$ cat config.mk
export PLATFORM = sky130hd
export DESIGN_NAME = if1_id_fetch_buffer_flat
export DESIGN_NICKNAME = d
export VERILOG_FILES = /design/src/rtl/if1_id_fetch_buffer_if.sv /design/src/rtl/if1_id_fetch_buffer.sv /design/src/flat_wrapper.sv
export SDC_FILE = /design/constraint.sdc
export NUM_CORES = 1
export LEC_CHECK = 0
export CAP_MARGIN = 20
export CORE_UTILIZATION = 50
export DETAILED_ROUTE_END_ITERATION = 7
export PLACE_DENSITY = 0.75
export SLEW_MARGIN = 15
export SYNTH_ARGS = -nofsm -noshare
export SYNTH_HDL_FRONTEND = slang
export SYNTH_SLANG_ARGS = --single-unit
$ cat constraint.sdc
create_clock -name clk -period 5.6 [get_ports clk]
set_clock_uncertainty 0.15 [all_clocks]
set_input_delay 1.12 -clock clk [delete_from_list [all_inputs] [get_ports clk]]
set_output_delay 1.12 -clock clk [all_outputs]
set_load 0.005 [all_outputs]
$ cat src/rtl/if1_id_fetch_buffer_if.sv
// IF1 -> fetch buffer -> ID handshake bundle. The master modport is the IF1/ID environment;
// the slave modport is the fetch buffer itself.
interface if1_id_fetch_buffer_if;
  logic        if1_valid;
  logic        if1_ready;
  logic [31:0] if1_pc;
  logic [31:0] if1_pc_next;
  logic [31:0] if1_inst;
  logic        if1_excp;
  logic        id_valid;
  logic        id_ready;
  logic [31:0] id_pc;
  logic [31:0] id_pc_next;
  logic [31:0] id_inst;
  logic        id_excp;

  modport master (
    output if1_valid, if1_pc, if1_pc_next, if1_inst, if1_excp, id_ready,
    input  if1_ready, id_valid, id_pc, id_pc_next, id_inst, id_excp
  );

  modport slave (
    input  if1_valid, if1_pc, if1_pc_next, if1_inst, if1_excp, id_ready,
    output if1_ready, id_valid, id_pc, id_pc_next, id_inst, id_excp
  );
endinterface

$ cat src/rtl/if1_id_fetch_buffer.sv
// Circular FIFO between IF1 and ID holding {pc, pc_next, inst, excp} per fetched instruction.
// Define FETCH_BUF_BYPASS_EN to forward IF1 straight to ID when the buffer is empty.
`ifndef PC_RESET
`define PC_RESET 32'h1c00_0000
`endif

module if1_id_fetch_buffer #(
  parameter  int DEPTH = 4,
  localparam int PTR_W = $clog2(DEPTH)
) (
  input  logic                 clk,
  input  logic                 rstn,
  input  logic                 flush,
  if1_id_fetch_buffer_if.slave bus,
  output logic [PTR_W:0]       buf_count
);
  typedef struct packed {
    logic [31:0] pc;
    logic [31:0] pc_next;
    logic [31:0] inst;
    logic        excp;
  } entry_t;

  localparam entry_t RST_ENTRY = '{pc: `PC_RESET, pc_next: `PC_RESET + 32'd8,
                                   inst: 32'h0340_0000, excp: 1'b0};
  localparam logic [PTR_W:0]   CNT_FULL = (PTR_W+1)'(DEPTH);
  localparam logic [PTR_W:0]   CNT_ONE  = 1;
  localparam logic [PTR_W-1:0] PTR_ONE  = 1;

  entry_t           mem_q [DEPTH];
  entry_t           head, in_ent;
  logic [PTR_W-1:0] wr_q, wr_d, rd_q, rd_d;
  logic [PTR_W:0]   cnt_q, cnt_d;
  logic             empty, bypass, id_valid, push, pop_buf;

  assign in_ent = '{pc: bus.if1_pc, pc_next: bus.if1_pc_next,
                    inst: bus.if1_inst, excp: bus.if1_excp};
  assign empty  = (cnt_q == '0);

`ifdef FETCH_BUF_BYPASS_EN
  assign bypass = rstn & empty & bus.if1_valid & ~flush;
`else
  assign bypass = 1'b0;
`endif

  // Ready depends on registered occupancy only, so a full buffer refuses even while ID pops.
  assign bus.if1_ready = rstn & (cnt_q != CNT_FULL);
  assign id_valid      = rstn & ~flush & (~empty | bypass);
  assign bus.id_valid  = id_valid;

  always_comb begin
    head = RST_ENTRY;
    if (bypass)      head = in_ent;
    else if (!empty) head = mem_q[rd_q];
  end

  assign bus.id_pc      = head.pc;
  assign bus.id_pc_next = head.pc_next;
  assign bus.id_inst    = head.inst;
  assign bus.id_excp    = head.excp;
  assign buf_count      = cnt_q;

  // A bypassed instruction consumed by ID the same cycle never touches storage.
  assign pop_buf = id_valid & bus.id_ready & ~empty;
  assign push    = bus.if1_valid & bus.if1_ready & ~flush & ~(bypass & bus.id_ready);

  always_comb begin
    wr_d  = wr_q;
    rd_d  = rd_q;
    cnt_d = cnt_q;
    if (flush) begin
      wr_d  = '0;
      rd_d  = '0;
      cnt_d = '0;
    end else begin
      if (push)    wr_d = wr_q + PTR_ONE;
      if (pop_buf) rd_d = rd_q + PTR_ONE;
      unique case ({push, pop_buf})
        2'b10:   cnt_d = cnt_q + CNT_ONE;
        2'b01:   cnt_d = cnt_q - CNT_ONE;
        default: cnt_d = cnt_q;
      endcase
    end
  end

  always_ff @(posedge clk or negedge rstn) begin
    if (!rstn) begin
      wr_q  <= '0;
      rd_q  <= '0;
      cnt_q <= '0;
      for (int i = 0; i < DEPTH; i++) mem_q[i] <= RST_ENTRY;
    end else begin
      wr_q  <= wr_d;
      rd_q  <= rd_d;
      cnt_q <= cnt_d;
      if (push) mem_q[wr_q] <= in_ent;
    end
  end

`ifndef SYNTHESIS
  a_cnt_bound: assert property (@(posedge clk) disable iff (!rstn) cnt_q <= CNT_FULL);
`endif
endmodule

$ cat src/flat_wrapper.sv
// flat-port wrapper written by rule: the top's interface ports become plain ports
module if1_id_fetch_buffer_flat 
#(
  parameter  int DEPTH = 4,
  localparam int PTR_W = $clog2(DEPTH)
)
  (clk, rstn, flush, buf_count, bus_if1_valid, bus_if1_pc, bus_if1_pc_next, bus_if1_inst, bus_if1_excp, bus_id_ready, bus_if1_ready, bus_id_valid, bus_id_pc, bus_id_pc_next, bus_id_inst, bus_id_excp);
  if1_id_fetch_buffer_if bus_i ();
  input  logic clk;
  input  logic rstn;
  input  logic flush;
  output logic [PTR_W:0] buf_count;
  input wire logic [$bits(bus_i.if1_valid)-1:0] bus_if1_valid;
  input wire logic [$bits(bus_i.if1_pc)-1:0] bus_if1_pc;
  input wire logic [$bits(bus_i.if1_pc_next)-1:0] bus_if1_pc_next;
  input wire logic [$bits(bus_i.if1_inst)-1:0] bus_if1_inst;
  input wire logic [$bits(bus_i.if1_excp)-1:0] bus_if1_excp;
  input wire logic [$bits(bus_i.id_ready)-1:0] bus_id_ready;
  output wire logic [$bits(bus_i.if1_ready)-1:0] bus_if1_ready;
  output wire logic [$bits(bus_i.id_valid)-1:0] bus_id_valid;
  output wire logic [$bits(bus_i.id_pc)-1:0] bus_id_pc;
  output wire logic [$bits(bus_i.id_pc_next)-1:0] bus_id_pc_next;
  output wire logic [$bits(bus_i.id_inst)-1:0] bus_id_inst;
  output wire logic [$bits(bus_i.id_excp)-1:0] bus_id_excp;
  assign bus_i.if1_valid = bus_if1_valid;
  assign bus_i.if1_pc = bus_if1_pc;
  assign bus_i.if1_pc_next = bus_if1_pc_next;
  assign bus_i.if1_inst = bus_if1_inst;
  assign bus_i.if1_excp = bus_if1_excp;
  assign bus_i.id_ready = bus_id_ready;
  assign bus_if1_ready = bus_i.if1_ready;
  assign bus_id_valid = bus_i.id_valid;
  assign bus_id_pc = bus_i.id_pc;
  assign bus_id_pc_next = bus_i.id_pc_next;
  assign bus_id_inst = bus_i.id_inst;
  assign bus_id_excp = bus_i.id_excp;
  if1_id_fetch_buffer #(.DEPTH(DEPTH)) u_core (.clk(clk), .rstn(rstn), .flush(flush), .bus(bus_i), .buf_count(buf_count));
endmodule
Word level (Yosys, flattened, before mapping)
Cells that the tools add are included.
- add/sub/neg operators: 4
- multiply operators: 0
- divide/modulo/power cells: 0
- order comparisons: 3
- eq/ne operators: 3
- shifts and indexed selects: 0
- multiplexer cells: 13
- bitwise operators: 11
- reductions and logical operators: 5
- operators with widths (cell ; count):
    bitwise mux 388 bit ; 1
    two-way mux 97 bit ; 4
    binary-select mux 97 bit (select 2 bit) ; 1
    demux 97 bit (select 2 bit) ; 1
    two-way mux 2 bit ; 4
    bitwise AND 1 bit ; 7
    >= comparator 3 bit (second input constant) ; 2
    NOT 2 -> 3 bit ; 2
    case mux 3 bit (2 select lines) ; 1
    adder 2 x 1 -> 2 bit (second input constant) ; 2
    nonzero test 2 bit ; 2
    adder 3 x 1 -> 3 bit (second input constant) ; 1
    zero test 3 bit ; 1
    less-than comparator 3 x 1 -> 1 bit (second input constant) ; 1
    two-way mux 3 bit ; 1
    != test 3 bit (second input constant) ; 1
    nonzero test 3 bit ; 1
    subtractor 3 x 1 -> 3 bit (second input constant) ; 1
    == test 2 x 1 -> 1 bit (second input constant) ; 1
    == test 2 bit (second input constant) ; 1
    NOT 1 bit ; 2
    logical AND 1 bit ; 1
- flip-flop bits (word level): 395
- bits in latches: 0
- bits in writable memories: 0
- bits in read-only memories: 0
- input bits: 102
- output and inout port bits: 102
- memories: 0

Longest topological paths before layout
Gate-level depths: netlist of the first run.
- depth after elaboration: 8
- depth in mapped cells: 9
- mapped depth without buffers: 7

Least setup slack after synthesis of the first run
No wires, ideal clock.
- kind: reg2out
- start point: reg u_core.rd_q[0]
- end point: out bus_id_pc[21]
- arrival: 1.691 ns
- data required time: 4.330 ns
- setup slack: 2.639 ns
- cell stages (with the launch flop): 5
- path through: dfrtp_1 clkbuf_1 clkbuf_1 mux4_2 and2_1
- word-level cells in the longest chain between the ends: 5
- RTL lines (element ; RTL line ; source):
    start: declaration ; if1_id_fetch_buffer.sv:32 ; logic [PTR_W-1:0] wr_q, wr_d, rd_q, rd_d;
    start signal: assignment ; if1_id_fetch_buffer.sv:94 ; rd_q <= rd_d;
    NOT 2 -> 3 bit (implied by the code) ; if1_id_fetch_buffer.sv:54 ; else if (!empty) head = mem_q[rd_q];
    binary-select mux 97 bit (select 2 bit) ; if1_id_fetch_buffer.sv:54 ;
    two-way mux 97 bit (implied by the code) (2 in series) ; if1_id_fetch_buffer.sv:54 ;
    two-way mux 97 bit ; if1_id_fetch_buffer.sv:54 ;
    end: declaration ; flat_wrapper.sv:21 ; output wire logic [$bits(bus_i.id_pc)-1:0] bus_id_pc;
Every way passes these cells. The select of a mux whose other input is x is not followed.

Worst setup path in the final report of the first run
- start point: reg u_core.rd_q[1]
- end point: out bus_id_pc[5]
Same word-level chain as after synthesis.

==> results of run 1 <==
[flip-flops by register name (all words and copies together) (netlist names)]
name	flops
u_core.rd_q	2
u_core.mem_q	388
u_core.wr_q	2
u_core.buf_count	3
[synthesized netlist by cell type, drive strengths merged]
library cell and count:
a21o 1, o211ai 1, dfstp 40, nor2 5, nor3b 2, nand2b 1, xor2 2, nand2 7
a21oi 1, mux2i 1, nor4 1, and2 88, a211oi 1, or3 1, fa 1, o32ai 1
nor3 1, or2 10, o311ai 1, nand3 3, inv 2, mux2 388, ha 4, o21ai 1
mux4 97, nand3b 2, clkbuf 24, dfrtp 355, buf 52, a21boi 1, a311oi 1, xnor2 1
nand4b 2, o221ai 1, and3b 1
[cell type report]
| type | count | share of cell area |
|---|---|---|
| Clock buffer | 63 | 0.0567 |
| Antenna cell | 1 | 0.000115 |
| Timing Repair Buffer | 220 | 0.105 |
| Tap cell | 455 | 0.0262 |
| Sequential cell | 395 | 0.458 |
| Clock inverter | 14 | 0.00720 |
| Multi-Input combinational cell | 628 | 0.347 |
| Inverter | 2 | 0.000346 |
[critical path, cell delays in order, from the launching register on]
cell	delay, ns
dfrtp_4	1.11
buf_4	0.45
mux4_2	0.35
and2_1	0.20
clkdlybuf4s50_1	0.46
[stage by stage]
stage / area, sq um / hold WS (ns) / utilization / setup slack, ns / instances
4_1_cts: 21700 / 0.289 / 0.622 / 1.15 / 1776
6_report: 21700 / 0.297 / 0.623 / 1.19 / 1778
3_5_place_dp: 20300 / 0.337 / 0.582 / 1.32 / 1699
3_3_place_gp: 20300 / 0.331 / 0.582 / 1.29 / 1699
2_1_floorplan: 17900 / 0.324 / - / 2.64 / 1101
5_1_grt: 21700 / 0.289 / 0.623 / 1.05 / 1777
[cells in the final DEF (no fill, tap or decap), drive strengths merged, types with 2 or more instances in the layout]
cell type | netlist | routed
mux2 | 388 | 388
buf | 52 | 18
clkbuf | 24 | 63
dfstp | 40 | 40
mux4 | 97 | 97
nand4b | 2 | 2
clkinv | 0 | 8
nor3b | 2 | 2
bufinv | 0 | 3
inv | 2 | 5
or2 | 10 | 10
nand3b | 2 | 2
nor2 | 5 | 5
nand2 | 7 | 7
and2 | 88 | 88
clkdlybuf4s50 | 0 | 202
dfrtp | 355 | 355
ha | 4 | 4
xor2 | 2 | 2
nand3 | 3 | 3
[report_power, final]
part	switching, mW	total [mW]	internal (mW)
sequential	0.253	3.65	3.40
combinational	0.458	1.36	0.897
clock	1.10	2.76	1.66
total	1.81	7.77	5.96
[routing by layer]
layer	up-vias	track usage	routed length (um)
met5	-	0	25
met2	244	0.341	18000
met1	5347	0.309	17200
li1	4437	-	-
met4	4	0.0498	705
met3	53	0.0464	2020
[cells by family (layout without fill, tap and decap cells)]
group           after synthesis  in the layout  share of synthesized area
buf+inv                      78            299                     0.0247
other cells                   0              1                          0
fa+ha+maj                     5              5                    0.00392
simple gates                124            124                     0.0427
mux                         486            486                      0.367
compound gates               10             10                    0.00490
flops                       395            395                      0.555
xor+xnor                      3              3                    0.00147
[worst paths after layout]
kind,startpoint,endpoint,depth (start not counted)
setup / recovery,u_core.rd_q[1],bus_id_pc[5],4
hold / removal,rstn,u_core.mem_q[298],1
setup reg to reg,u_core.buf_count[2],u_core.buf_count[2],8
hold reg to reg,u_core.mem_q[144],u_core.mem_q[144],1
max in group asynchronous,rstn,u_core.mem_q[327],4
min in group clk,u_core.mem_q[144],u_core.mem_q[144],1
==> flow_summary.ini, run 1 <==
[floorplanning]
coreArea_sq_um = 34900
die_x_um = 191
dieArea_sq_um = 36500
fp-row-count = 68
ios = 204
die_y_um = 191
start_util = 0.513

[finish]
multi_input_area_sq_um = 7540
nets = 1397
fill_cells = 2673
drive_gt1_frac = 0.474
ff_latch_area_sq_um = 9940
area_growth_syn_to_layout_pct = 21.4

[timing]
period_needed_ns = 4.41
rsz0062_at_grt = no
worst_pin_slew_ns = 1.10
relSlewSlack = 0.262
maxSlewViolCount = 0
hold_viol_final = 0
fmax_mhz = 227
finalCritPeriodShare = 0.787
fin_tns_setup_ns = 0
finalSetupViolCount = 0

[synthesis]
synth-seq-area-share = 0.555
yosys.area.top_type_share = 0.497
netlist_top_cells_area = dfrtp_1, mux2_2, mux4_2
synth_fp_nets = 1208
postSynthCellCount = 1101
ys.warnings.count = 0
synth.distinct_cells = 39
synth_area_per_cell_sq_um = 16.2
ys_ff_latch = 395
syn_area_sq_um = 17900
synth_top_area_cell = dfrtp_1

[global_route]
grt_pass1_vias = 10900
grt_max_degree = 170
grt_overflow = 0
antenna_found_initial = 3
grt_usage = 0.217
grt_pass1_wl_mm = 61.0

[power]
ir_worst_vdd_mv = 0.279
powerDensity_nw_per_um2 = 358
power.leakage_nw = 9.58
power_mw = 7.77

[clocking]
cts_buffers = 43
clk_pin_slew_ns = 0.06
post_cts_buffers = 0
cts_sinks = 395
clockBufferDepth = 3
clk-insertion-delay-late_ns = 0.52
cts_resized = 0
root_buffer = clkbuf_16
holdBufCountCts = 0
tritoncts = built
h-tree-depth = 2

[critical_path]
r2r_setup_slack_ns = 2.34
startpoint_type = flop
worstSetupPathType = reg2out
cp.required_ns = 4.33
crit_fanout = 63
cp.arrival_ns = 3.14
endpoint_kind = output pin

[placed_design]
gp_congestion = 0.799
hpwlAfterDp_mm = 22.9
io_buffers = 203

[routing]
routed_wl_mm = 37.9
vias = 10100
drt_iter0_markers = 448
dr.pass1.iters = 4
postRouteAntennaNets = 0
wire_per_inst_um = 21.3
drc = 0
vias_per_cell = 5.67

[status]
status = finished, final reports clean

[job]
maxCapViolations = 0

[min_path]
hp-class = in2async
(Power assumes the default switching activity.)
==> inputs of run 2 (changes only) <==
- PLACE_DENSITY: 0.75 -> 0.78
- clock period: 5.6 -> 3.7 ns (I/O delays scaled with it)
==> run 2 against run 1 <==
Effect of this change:
- hold slack improved by 0.053 ns
- non-clock buffer count rose by 20
- cell area rose by 1.3%
- combinational power rose by 52%
- critical path type unchanged
==> flow_summary.ini, run 2 (synthesis results as in run 1) <==
[critical_path]
worstSetupPathType = reg2out
cp.required_ns = 2.81
endpoint_kind = output pin
cp.arrival_ns = 2.66
crit_fanout = 26
startpoint_type = flop

[routing]
wire_per_inst_um = 21.4
drt_iter0_markers = 550
drc = 0
vias_per_cell = 5.65
dr.pass1.iters = 4
postRouteAntennaNets = 0
vias = 10100
routed_wl_mm = 38.4

[finish]
nets = 1416
diodes = 0
fill_cells = 2589
layout_common_cells = mux2_2, dfrtp_1, clkdlybuf4s50_1
largest_register_ffs = 388
area_growth_syn_to_layout_pct = 23.0
drive_gt1_frac = 0.481
largest_register = u_core.mem_q
layout_commonest_cell = mux2_2

[power]
power_mw = 11.8
intPower_mw = 9.08
switching_share = 0.231
p_clk_frac = 0.357
power.leakage_nw = 9.72
seqPwrFrac = 0.468
powerDensity_nw_per_um2 = 537
p_sw_mw = 2.73
pwr-share-comb = 0.175
ir_worst_vdd_mv = 0.528

[status]
status = finished, final reports clean

[global_route]
grt_usage = 0.218
grt_pass1_wl_mm = 61.6
grt_max_degree = 175
grt_pass1_vias = 11100
antenna_found_initial = 2
grt_overflow = 0

[floorplanning]
start_util = 0.513
dieArea_sq_um = 36500
die_y_um = 191
ios = 204
coreArea_sq_um = 34900
die_x_um = 191
fp-row-count = 68

[clocking]
cts_buffers = 42
h-tree-depth = 2
cts_sinks = 395
root_buffer = clkbuf_16
clk_pin_slew_ns = 0.06
clockBufferDepth = 3
clk-insertion-delay-late_ns = 0.52
tritoncts = built

[timing]
fin_tns_setup_ns = 0
worst_pin_slew_ns = 0.919
relSlewSlack = 0.387
period_needed_ns = 3.55
rsz0062_at_grt = no
fmax_mhz = 282
finalSetupViolCount = 0
maxSlewViolCount = 0
hold_viol_final = 0
finalCritPeriodShare = 0.959

[placed_design]
io_buffers = 203
gp_congestion = 0.728
hpwlAfterDp_mm = 23.7

[job]
maxCapViolations = 0

[min_path]
hp-class = reg2reg
run 2: changes by cell type in the layout (fill, tap and decap cells not counted), sizes merged:
cell	change
clkbuf	+2
buf	+19
clkinvlp	+1
dlygate4sd3	+1
diode	-1
inv	-2
clkinv	-3
run 2: layout make-up:
cell class,count,area [sq um],area share
repair buffers,240,2550,0.116
clock inverters,10,131,0.00597
well taps,455,569,0.0259
clock buffers,65,1270,0.0577
multi-input cells,628,7540,0.343
flip-flops and latches,395,9940,0.452
inverters,2,7.51,0.000341
run 2: power by group through the flow:
stage	combinational, mW	clock (mW)	sequential, mW
5_1_grt	2.25	4.48	5.61
4_1_cts	2.10	4.32	5.52
6_report	2.07	4.22	5.52
3_3_place_gp	2.02	0	5.54
2_1_floorplan	1.33	0	5.44
3_5_place_dp	2.08	0	5.59
run 2: final timing paths:
kind / from / end / slack, ns / cells past startpoint
max reg2reg: u_core.buf_count[2] / u_core.buf_count[2] / 0.84 / 8
min in group asynchronous: rstn / u_core.buf_count[2] / 0.48 / 2
max: u_core.rd_q[0] / bus_id_inst[24] / 0.15 / 4
min: u_core.mem_q[68] / u_core.mem_q[68] / 0.35 / 1
min reg2reg: u_core.mem_q[68] / u_core.mem_q[68] / 0.35 / 1
max in group asynchronous: rstn / u_core.mem_q[365] / 1.16 / 4
run 2: stage by stage:
step	hold WS (ns)	std cells	utilization	cell area, sq um	worst slack, ns
after floorplan	0.294	1101	-	17900	1.12
after global placement	0.331	1713	0.589	20500	0.481
after detailed placement	0.337	1713	0.589	20500	0.415
after CTS	0.351	1789	0.629	22000	0.0301
after global routing	0.353	1795	0.631	22000	0.0694
final	0.349	1795	0.631	22000	0.150
run 2: metal layers:
layer | vias up | global-route usage | part of all wire
met1 | 5405 | 0.300 | 0.45
met2 | 211 | 0.359 | 0.49
li1 | 4477 | - | -
met4 | 4 | 0.0522 | 0.018
met5 | - | 0 | 0.00070
met3 | 49 | 0.0387 | 0.046
run 2: critical path: stages, from the launching register on:
cell and delay (ns):
dfrtp_4 0.55, buf_12 0.29, mux4_2 0.52, or2_2 0.30
clkdlybuf4s50_1 0.46
run 2: what timing repair did:
item                                    4_1_cts  5_1_grt
hold buffers                                  1        0
hold endpoints to repair                      5        0
resized for setup                             0        1
buffers inserted                              0        6
endpoints found under the setup margin        0       29
